File: src/rtl/ucaspian_packet_encoder_pkg.sv
// Shared opcodes, packet lengths, source/state enums and the packet builder
// for the uCaspian host-bound packet encoder.
package ucaspian_pkt_pkg;

    localparam logic [7:0] OP_FIRE      = 8'h41;
    localparam logic [7:0] OP_TIME      = 8'h42;
    localparam logic [7:0] OP_METRIC    = 8'h43;
    localparam logic [7:0] OP_CLEAR_ACK = 8'h44;
    localparam logic [7:0] OP_CFG_ACK   = 8'h45;

    localparam logic [2:0] LEN_FIRE      = 3'd2;
    localparam logic [2:0] LEN_TIME      = 3'd5;
    localparam logic [2:0] LEN_METRIC    = 3'd2;
    localparam logic [2:0] LEN_CLEAR_ACK = 3'd1;
    localparam logic [2:0] LEN_CFG_ACK   = 3'd1;

    typedef enum logic [2:0] {
        SRC_NONE,
        SRC_CLEAR,
        SRC_METRIC,
        SRC_TIME,
        SRC_FIRE,
        SRC_CFG
    } src_e;

    typedef enum logic {
        IDLE,
        SEND
    } state_e;

    // First byte on the wire sits in data[39:32].
    typedef struct packed {
        logic [39:0] data;
        logic [2:0]  len;
    } pkt_t;

    function automatic pkt_t build_pkt(input src_e       src,
                                       input logic [7:0]  addr,
                                       input logic [31:0] tval,
                                       input logic [7:0]  mval);
        pkt_t p;
        p = '0;
        case (src)
            SRC_CLEAR: begin
                p.data = {OP_CLEAR_ACK, 32'h0};
                p.len  = LEN_CLEAR_ACK;
            end
            SRC_METRIC: begin
                p.data = {OP_METRIC, mval, 24'h0};
                p.len  = LEN_METRIC;
            end
            SRC_TIME: begin
                p.data = {OP_TIME, tval};
                p.len  = LEN_TIME;
            end
            SRC_FIRE: begin
                p.data = {OP_FIRE, addr, 24'h0};
                p.len  = LEN_FIRE;
            end
            SRC_CFG: begin
                p.data = {OP_CFG_ACK, 32'h0};
                p.len  = LEN_CFG_ACK;
            end
            default: p = '0;
        endcase
        return p;
    endfunction

endpackage

File: src/rtl/ucaspian_packet_encoder_if.sv
// Valid/ready byte stream from the packet encoder to the UART/USB transmitter.
interface ucaspian_packet_encoder_if;
    logic [7:0] tx_data;
    logic       tx_vld;
    logic       tx_rdy;

    modport master (output tx_data, output tx_vld, input tx_rdy);
    modport slave  (input tx_data, input tx_vld, output tx_rdy);
endinterface

File: src/rtl/ucaspian_packet_encoder_serializer.sv
// Byte serializer: shifts a loaded packet out MSB-first on a valid/ready stream.
module ucaspian_byte_serializer
    import ucaspian_pkt_pkg::*;
(
    input  logic       clk,
    input  logic       rst_n,
    input  logic       i_load,
    input  pkt_t       i_pkt,
    input  logic       i_tx_rdy,
    output logic [7:0] o_tx_data,
    output logic       o_tx_vld,
    output logic       o_last_xfer
);

    logic [39:0] r_shift;
    logic [2:0]  r_cnt;
    logic        w_xfer;

    // Valid is derived from the remaining-byte count so it can only fall on a handshake.
    assign o_tx_vld    = (r_cnt != 3'd0);
    assign o_tx_data   = r_shift[39:32];
    assign w_xfer      = o_tx_vld && i_tx_rdy;
    assign o_last_xfer = w_xfer && (r_cnt == 3'd1);

    always_ff @(posedge clk or negedge rst_n) begin
        if (!rst_n) begin
            r_shift <= '0;
            r_cnt   <= '0;
        end else if (i_load) begin
            r_shift <= i_pkt.data;
            r_cnt   <= i_pkt.len;
        end else if (w_xfer) begin
            r_shift <= {r_shift[31:0], 8'h00};
            r_cnt   <= r_cnt - 3'd1;
        end
    end

endmodule

File: src/rtl/ucaspian_packet_encoder.sv
// Host-bound packet encoder: arbitrates core events, builds packets and
// generates the acknowledge strobes the core waits on.
module ucaspian_packet_encoder
    import ucaspian_pkt_pkg::*;
#(
    parameter bit TIME_PKT_EN = 1'b1,
    parameter bit CFG_ACK_EN  = 1'b1
) (
    input  logic                       clk,
    input  logic                       reset,
    input  logic [7:0]                 output_fire_addr,
    input  logic                       output_fire_waiting,
    output logic                       output_fire_sent,
    input  logic [31:0]                time_current,
    input  logic                       time_update,
    output logic                       time_sent,
    input  logic [7:0]                 metric_value,
    input  logic                       metric_send,
    input  logic                       clear_done,
    output logic                       ack_sent,
    input  logic                       config_done,
    ucaspian_packet_encoder_if.master  tx,
    output logic                       busy
);

    state_e     r_state;
    state_e     w_next;
    src_e       w_src;
    pkt_t       w_pkt;
    logic       w_load;
    logic       w_last_xfer;

    logic       r_fire_sent, r_fire_hold;
    logic       r_time_sent, r_time_hold;
    logic       r_ack_hold;
    logic       r_clear_inflight;
    logic       r_metric_pend;
    logic [7:0] r_metric_val;
    logic       r_cfg_pend;
    logic       r_cfg_prev;

    logic       w_clear_elig, w_metric_elig, w_time_elig, w_fire_elig, w_cfg_elig;
    logic       w_cfg_rise;
    logic [7:0] w_metric_byte;

    // Level sources stay masked during their strobe and one cycle after, giving the core time to drop them.
    assign w_clear_elig  = clear_done && !r_clear_inflight && !r_ack_hold;
    assign w_time_elig   = time_update && !r_time_sent && !r_time_hold;
    assign w_fire_elig   = output_fire_waiting && !r_fire_sent && !r_fire_hold;
    assign w_metric_elig = r_metric_pend || metric_send;
    assign w_metric_byte = metric_send ? metric_value : r_metric_val;
    assign w_cfg_rise    = config_done && !r_cfg_prev;
    assign w_cfg_elig    = CFG_ACK_EN && (r_cfg_pend || w_cfg_rise);

    assign output_fire_sent = r_fire_sent;
    assign time_sent        = r_time_sent;
    assign ack_sent         = w_last_xfer && r_clear_inflight;

    assign busy = (r_state != IDLE) || r_metric_pend || r_cfg_pend || w_clear_elig ||
                  w_metric_elig || w_time_elig || w_fire_elig || w_cfg_elig;

    always_comb begin
        w_src  = SRC_NONE;
        w_pkt  = '0;
        w_load = 1'b0;
        w_next = r_state;
        case (r_state)
            IDLE: begin
                if (w_clear_elig)       w_src = SRC_CLEAR;
                else if (w_metric_elig) w_src = SRC_METRIC;
                else if (w_time_elig)   w_src = SRC_TIME;
                else if (w_fire_elig)   w_src = SRC_FIRE;
                else if (w_cfg_elig)    w_src = SRC_CFG;
                w_pkt  = build_pkt(w_src, output_fire_addr, time_current, w_metric_byte);
                // A silent time capture still strobes time_sent but loads nothing.
                w_load = (w_src != SRC_NONE) && !((w_src == SRC_TIME) && !TIME_PKT_EN);
                if (w_load) w_next = SEND;
            end
            SEND: begin
                if (w_last_xfer) w_next = IDLE;
            end
            default: w_next = IDLE;
        endcase
    end

    always_ff @(posedge clk or negedge reset) begin
        if (!reset) begin
            r_state <= IDLE;
        end else begin
            r_state <= w_next;
        end
    end

    always_ff @(posedge clk or negedge reset) begin
        if (!reset) begin
            r_fire_sent      <= 1'b0;
            r_fire_hold      <= 1'b0;
            r_time_sent      <= 1'b0;
            r_time_hold      <= 1'b0;
            r_ack_hold       <= 1'b0;
            r_clear_inflight <= 1'b0;
            r_metric_pend    <= 1'b0;
            r_metric_val     <= '0;
            r_cfg_pend       <= 1'b0;
            r_cfg_prev       <= 1'b0;
        end else begin
            r_fire_sent <= (w_src == SRC_FIRE);
            r_fire_hold <= r_fire_sent;
            r_time_sent <= (w_src == SRC_TIME);
            r_time_hold <= r_time_sent;
            r_ack_hold  <= ack_sent;

            if (w_src == SRC_CLEAR)  r_clear_inflight <= 1'b1;
            else if (w_last_xfer)    r_clear_inflight <= 1'b0;

            // A metric arriving while another source wins arbitration is parked here.
            if (w_src == SRC_METRIC) begin
                r_metric_pend <= 1'b0;
            end else if (metric_send) begin
                r_metric_pend <= 1'b1;
                r_metric_val  <= metric_value;
            end

            r_cfg_prev <= config_done;
            if (w_src == SRC_CFG)                 r_cfg_pend <= 1'b0;
            else if (w_cfg_rise && CFG_ACK_EN)    r_cfg_pend <= 1'b1;
        end
    end

    ucaspian_byte_serializer u_ser (
        .clk         (clk),
        .rst_n       (reset),
        .i_load      (w_load),
        .i_pkt       (w_pkt),
        .i_tx_rdy    (tx.tx_rdy),
        .o_tx_data   (tx.tx_data),
        .o_tx_vld    (tx.tx_vld),
        .o_last_xfer (w_last_xfer)
    );

endmodule

File: src/flat_wrapper.sv
// flat-port wrapper written by rule: the top's interface ports become plain ports
module ucaspian_packet_encoder_flat import ucaspian_pkt_pkg::*;
#(
    parameter bit TIME_PKT_EN = 1'b1,
    parameter bit CFG_ACK_EN  = 1'b1
)
  (clk, reset, output_fire_addr, output_fire_waiting, output_fire_sent, time_current, time_update, time_sent, metric_value, metric_send, clear_done, ack_sent, config_done, busy, tx_tx_data, tx_tx_vld, tx_tx_rdy);
  ucaspian_packet_encoder_if tx_i ();
  input  logic clk;
  input  logic reset;
  input  logic [7:0] output_fire_addr;
  input  logic output_fire_waiting;
  output logic output_fire_sent;
  input  logic [31:0] time_current;
  input  logic time_update;
  output logic time_sent;
  input  logic [7:0] metric_value;
  input  logic metric_send;
  input  logic clear_done;
  output logic ack_sent;
  input  logic config_done;
  output logic busy;
  output wire logic [$bits(tx_i.tx_data)-1:0] tx_tx_data;
  output wire logic [$bits(tx_i.tx_vld)-1:0] tx_tx_vld;
  input wire logic [$bits(tx_i.tx_rdy)-1:0] tx_tx_rdy;
  assign tx_tx_data = tx_i.tx_data;
  assign tx_tx_vld = tx_i.tx_vld;
  assign tx_i.tx_rdy = tx_tx_rdy;
  ucaspian_packet_encoder #(.TIME_PKT_EN(TIME_PKT_EN), .CFG_ACK_EN(CFG_ACK_EN)) u_core (.clk(clk), .reset(reset), .output_fire_addr(output_fire_addr), .output_fire_waiting(output_fire_waiting), .output_fire_sent(output_fire_sent), .time_current(time_current), .time_update(time_update), .time_sent(time_sent), .metric_value(metric_value), .metric_send(metric_send), .clear_done(clear_done), .ack_sent(ack_sent), .config_done(config_done), .tx(tx_i), .busy(busy));
endmodule
File: config.mk
export PLATFORM = sky130hd
export DESIGN_NAME = ucaspian_packet_encoder_flat
export DESIGN_NICKNAME = d
export VERILOG_FILES = /design/src/rtl/ucaspian_packet_encoder_pkg.sv /design/src/rtl/ucaspian_packet_encoder_if.sv /design/src/rtl/ucaspian_packet_encoder_serializer.sv /design/src/rtl/ucaspian_packet_encoder.sv /design/src/flat_wrapper.sv
export SDC_FILE = /design/constraint.sdc
export NUM_CORES = 1
export LEC_CHECK = 0
export ABC_CLOCK_PERIOD_IN_PS = 6400
export BUFFER_PORTS_ARGS = -buffer_cell sky130_fd_sc_hd__buf_2
export CORE_AREA = 2 2 79 81
export DETAILED_ROUTE_END_ITERATION = 10
export DIE_AREA = 0 0 81 83
export GPL_TIMING_DRIVEN = 0
export PLACE_DENSITY = 0.83
export SETUP_SLACK_MARGIN = 0.3
export SYNTH_ARGS = -nofsm -noshare
export SYNTH_HDL_FRONTEND = slang
export SYNTH_SLANG_ARGS = --single-unit
File: constraint.sdc
create_clock -name clk -period 6.4 [get_ports clk]
set_clock_uncertainty 0.1 [all_clocks]
set_input_delay 1.28 -clock clk [delete_from_list [all_inputs] [get_ports clk]]
set_output_delay 1.28 -clock clk [all_outputs]
set_load 0.01 [all_outputs]
== Word-level counts from Yosys, hierarchy flattened ==
Cells that the tools add are included.
Word-level totals
  memory bits (read-only): 0
  bits in registers: 61
  output and inout port bits: 13
  latch bits: 0
  memory bits (writable): 0
  memories: 0
Operators by class
  multiplexer cells: 24
  shifts and indexed selects: 0
  bitwise logic cells: 1
  equality and inequality tests: 11
  magnitude comparators: 0
  add/sub/neg operators: 1
  $mul: 0
  div/mod/pow operators: 0
  reductions and logical operators: 32
Operators by type and width (number)
  $pmux W42 S5: 1
  $mux W40: 2
  $mux W42: 1
  $mux W3: 9
  $eq A3 B2 Y1 const B: 4
  $eq A3 B3 Y1 const B: 4
  $logic_and A1 B1 Y1: 10
  $eq A3 B1 Y1 const B: 3
  $logic_or A1 B1 Y1: 9
  $mux W1: 9
  $mux W8: 1
  $reduce_bool A2 Y1: 4
  $logic_not A1 Y1: 7
  $reduce_bool A3 Y1: 2
  $sub A3 B1 Y3 const B: 1
  $pmux W1 S2: 1
  $not A1 Y1: 1

== Logic depth before layout (Yosys ltp) ==
  depth in word-level cells: 13
  mapped depth: 8

== Cells and area by module ==
From an unflattened synthesis, not the netlist that was laid out.
Unflattened totals
  cell total of the unflattened synthesis: 352
  area, all modules: 3515.9 µm²
Modules (own cells, without submodules)
  ucaspian_byte_serializer: cells each 222, area an instance 2249.7 µm², instances 1, sequential area each 1076.0 µm²
  ucaspian_packet_encoder: cells each 130, area an instance 1266.2 µm², instances 1, sequential area each 450.4 µm²

== Least setup slack after synthesis ==
No wires, ideal clock.
  kind: input to output
  start: in output_fire_waiting
  end: out busy
  setup slack: 2.731 ns
  arrival: 2.289 ns
  stages on the path: 4
  path through: nor3b_1 nor3_2 buf_2 nand3_1
On the way
  longest elaborated chain between the ends: 4
RTL lines
  start: declaration: line flat_wrapper.sv:12  | input logic output_fire_waiting;
  $logic_and A1 B1 Y1 (2 in series): line ucaspian_packet_encoder.sv:49  | assign w_fire_elig = output_fire_waiting && !r_fire_sent && !r_fire_hold;
  $logic_or A1 B1 Y1 (2 in series): line ucaspian_packet_encoder.sv:60  | w_metric_elig || w_time_elig || w_fire_elig || w_cfg_elig;
  end: declaration: line flat_wrapper.sv:22  | output logic busy;
Every way passes these cells.

== Final worst setup path ==
Same ends and word-level chain as after synthesis.

==> flow_summary.ini <==
[detailed_routing]
post-route-drc-count = 0
routed.top_layer = met4
avgViaCountPerCell = 6.24
wl_met3_um = 512
drt_iter0_drc = 258
met1Wirelength_mm = 3.74
dr_wl_met2_mm = 4.11
ant_nets = 0
wl_mm = 8.63
vias = 3056
firstDrtPassIters = 5
wl_per_cell_um = 17.6

[clocking]
cts-root-buf = clkbuf_8
clk_path_buf_depth = 2
cts-resized-gates = 0
cts.sinks = 61
worstSkewPairLatency_ns = 0.35
cts_setup_buffers = 0
htree_levels = 3
cts_hold_buf = 0
clk_pin_slew_ns = 0.07
cts_tree = yes
cts-buffers-inserted = 9

[setup_path]
cp.required_ns = 5.02
endpoint_kind = primary output
path_class = in -> out
cp-start-kind = primary input
cp_top_family = simple AND/OR/NAND/NOR gates
critPathSlowestCell = nor3_2
crit_chain = buf_2 > nor3b_1 > nor3_2 > buf_2 > nand3_1 > buf_2
crit_path_frequent_cell = buf_2
crit_buf_inv = 3
crit_fanout = 10
cp_data_arrival_time_ns = 2.86
critical-path-max-stage-delay_ns = 0.67

[sta]
slew_headroom_pct = 41.5
fin_tns_setup_ns = 0
rsz0062_at_grt = false
setup_viol = 0
worst_pin_slew_ns = 0.872
max_freq_ghz = 0.236
slew_viol_final = 0
final_hold_viol_count = 0
period_share_pct = 66.3
layout_min_cycle_time_ns = 4.24

[power]
p_leak_nw = 1.77
pwr-share-seq_pct = 36.0
power_frac_clock_pct = 21.1
combPwrFrac_pct = 42.9
switching_share_pct = 38.5
switchingPower_mw = 0.640
power_mw = 1.66
power-per-cell-area_nw_per_um2 = 416
irDropWorstVdd_mv = 0.188
p_int_mw = 1.02

[yosys]
synth_area_leaders = dfrtp_1 45%, a32oi_1 5.7%, mux2i_1 4.5%
synth_nets = 391
synth_top_flop_cell = dfrtp_1
yosys.area.top_type = dfrtp_1
synth_top_area_share_pct = 45.5
async_flop_share_pct = 100
postSynthCellCount = 332
ys_types = 50
synth.avg_cell_area_um2 = 10.1
syn_area_um2 = 3360
synth_seq_area_share_pct = 45.5
ys_warn_count = 0
synth_edf_count = 0
ys_ff_latch = 61

[layout]
fin_nets = 470
final_common_cell = buf_2
layout-drive-gt1-share_pct = 29.9
post-route-util_pct = 68.8
multiInputGateArea_um2 = 1560
final_cell_mix = 74 x buf_2, 61 x dfrtp_1, 33 x nand2_1, 23 x inv_1, 22 x a32oi_1
seqCellArea_um2 = 1530
fillers = 481
area_growth_pct = 19.1
num_antenna_cells = 0

[global_routing]
grt_overflow = 0
grt_max_degree = 62
first_global_vias = 3058
antenna_found_initial = 0
grt_pass1_wl_mm = 14.4
grt_usage_pct = 27.9

[floorplanning]
die_w_um = 81
core-area_um2 = 5820
dieArea_um2 = 6720
start_util_pct = 57.7
num_rows = 28
io_pins = 69
die_h_um = 83

[status]
status = complete, no violations

[placement]
dp_hpwl_mm = 6.22
finalWeightedCongestion = 0.852
numPortBuffers = 68

[min_path]
hold_path_class = reg -> reg

[flow_run]
maxCapViolations = 0
==> sequential cells by signal, summed over array words and instances, names as in the netlist <==
name and cells:
u_core.r_metric_pend 1, u_core.u_ser.r_shift 40, u_core.r_ack_hold 1, u_core.r_cfg_prev 1, u_core.r_cfg_pend 1, u_core.r_time_hold 1
u_core.u_ser.r_cnt 3, u_core.r_state 1, u_core.r_clear_inflight 1, u_core.r_metric_val 8, u_core.time_sent 1, u_core.r_fire_hold 1
u_core.output_fire_sent 1
==> Yosys cell counts, types with 3 or more instances <==
cell type / n
ha_1: 3
mux2_2: 8
nor2b_1: 3
buf_6: 4
nand3_1: 3
a221o_1: 7
o221ai_1: 3
nand2_1: 33
inv_1: 23
nand2b_1: 9
dfrtp_1: 61
nor2_1: 6
a21oi_1: 15
buf_4: 8
mux2i_1: 15
clkbuf_1: 12
o21ai_0: 18
o211ai_1: 17
buf_2: 7
a32oi_1: 22
nor3_1: 9
a22o_1: 8
a22oi_1: 3
==> power by group through the flow <==
stage | registers [mW] | logic, mW | clock network (mW)
after global routing | 0.611 | 0.788 | 0.373
after global placement | 0.596 | 0.679 | 0
after CTS | 0.597 | 0.706 | 0.351
after floorplan | 0.580 | 0.526 | 0
after detailed placement | 0.603 | 0.702 | 0
final | 0.600 | 0.713 | 0.351
==> cell families (layout without fill, tap and decap cells) <==
kind of cell    after synthesis  in the layout  share of synthesized area, %
compound gates              107            107                          23.8
simple gates                 82             82                          14.2
flops                        61             61                          45.5
buf+inv                      56            139                          8.31
mux                          23             23                          7.16
fa+ha+maj                     3              3                          1.12
==> final timing paths <==
check / start / end / slack [ns] / cells after the start
max: output_fire_waiting / busy / 2.16 / 6
min: u_core.output_fire_sent$_DFF_PN0_ / u_core.r_fire_hold$_DFF_PN0_ / 0.32 / 0
max reg2reg: u_core.u_ser.r_cnt[0]$_DFFE_PN0P_ / u_core.u_ser.r_shift[14]$_DFFE_PN0P_ / 3.85 / 8
min reg2reg: u_core.output_fire_sent$_DFF_PN0_ / u_core.r_fire_hold$_DFF_PN0_ / 0.32 / 0
max in group asynchronous: reset / u_core.r_ack_hold$_DFF_PN0_ / 4.79 / 1
min in group asynchronous: reset / u_core.u_ser.r_shift[0]$_DFFE_PN0P_ / 0.89 / 1
==> routing by layer <==
layer	GRT usage [%]	vias to the layer above
met2	42.4	145
met4	14.9	0
met1	37.4	1487
met3	5.43	34
met5	0	-
li1	-	1390
==> per-stage QoR <==
stage | cell area, um2 | worst slack, ns | instances | hold slack [ns]
after floorplan | 3360 | 2.73 | 332 | 0.347
after global placement | 3790 | 2.20 | 475 | 0.292
after detailed placement | 3790 | 2.21 | 475 | 0.308
after CTS | 3990 | 2.17 | 490 | 0.323
after global routing | 4000 | 2.08 | 490 | 0.327
final | 4000 | 2.16 | 490 | 0.321
==> final cells by class <==
type	instances	area share, %
buffer	32	4.72
multi-input combinational	215	39.0
inverter	24	2.25
clock inverter	4	1.19
sequential	61	38.2
clock buffer	11	3.79
timing repair buffer	68	8.57
tap	75	2.35
No activity file was read; power rests on OpenSTA's default activity.
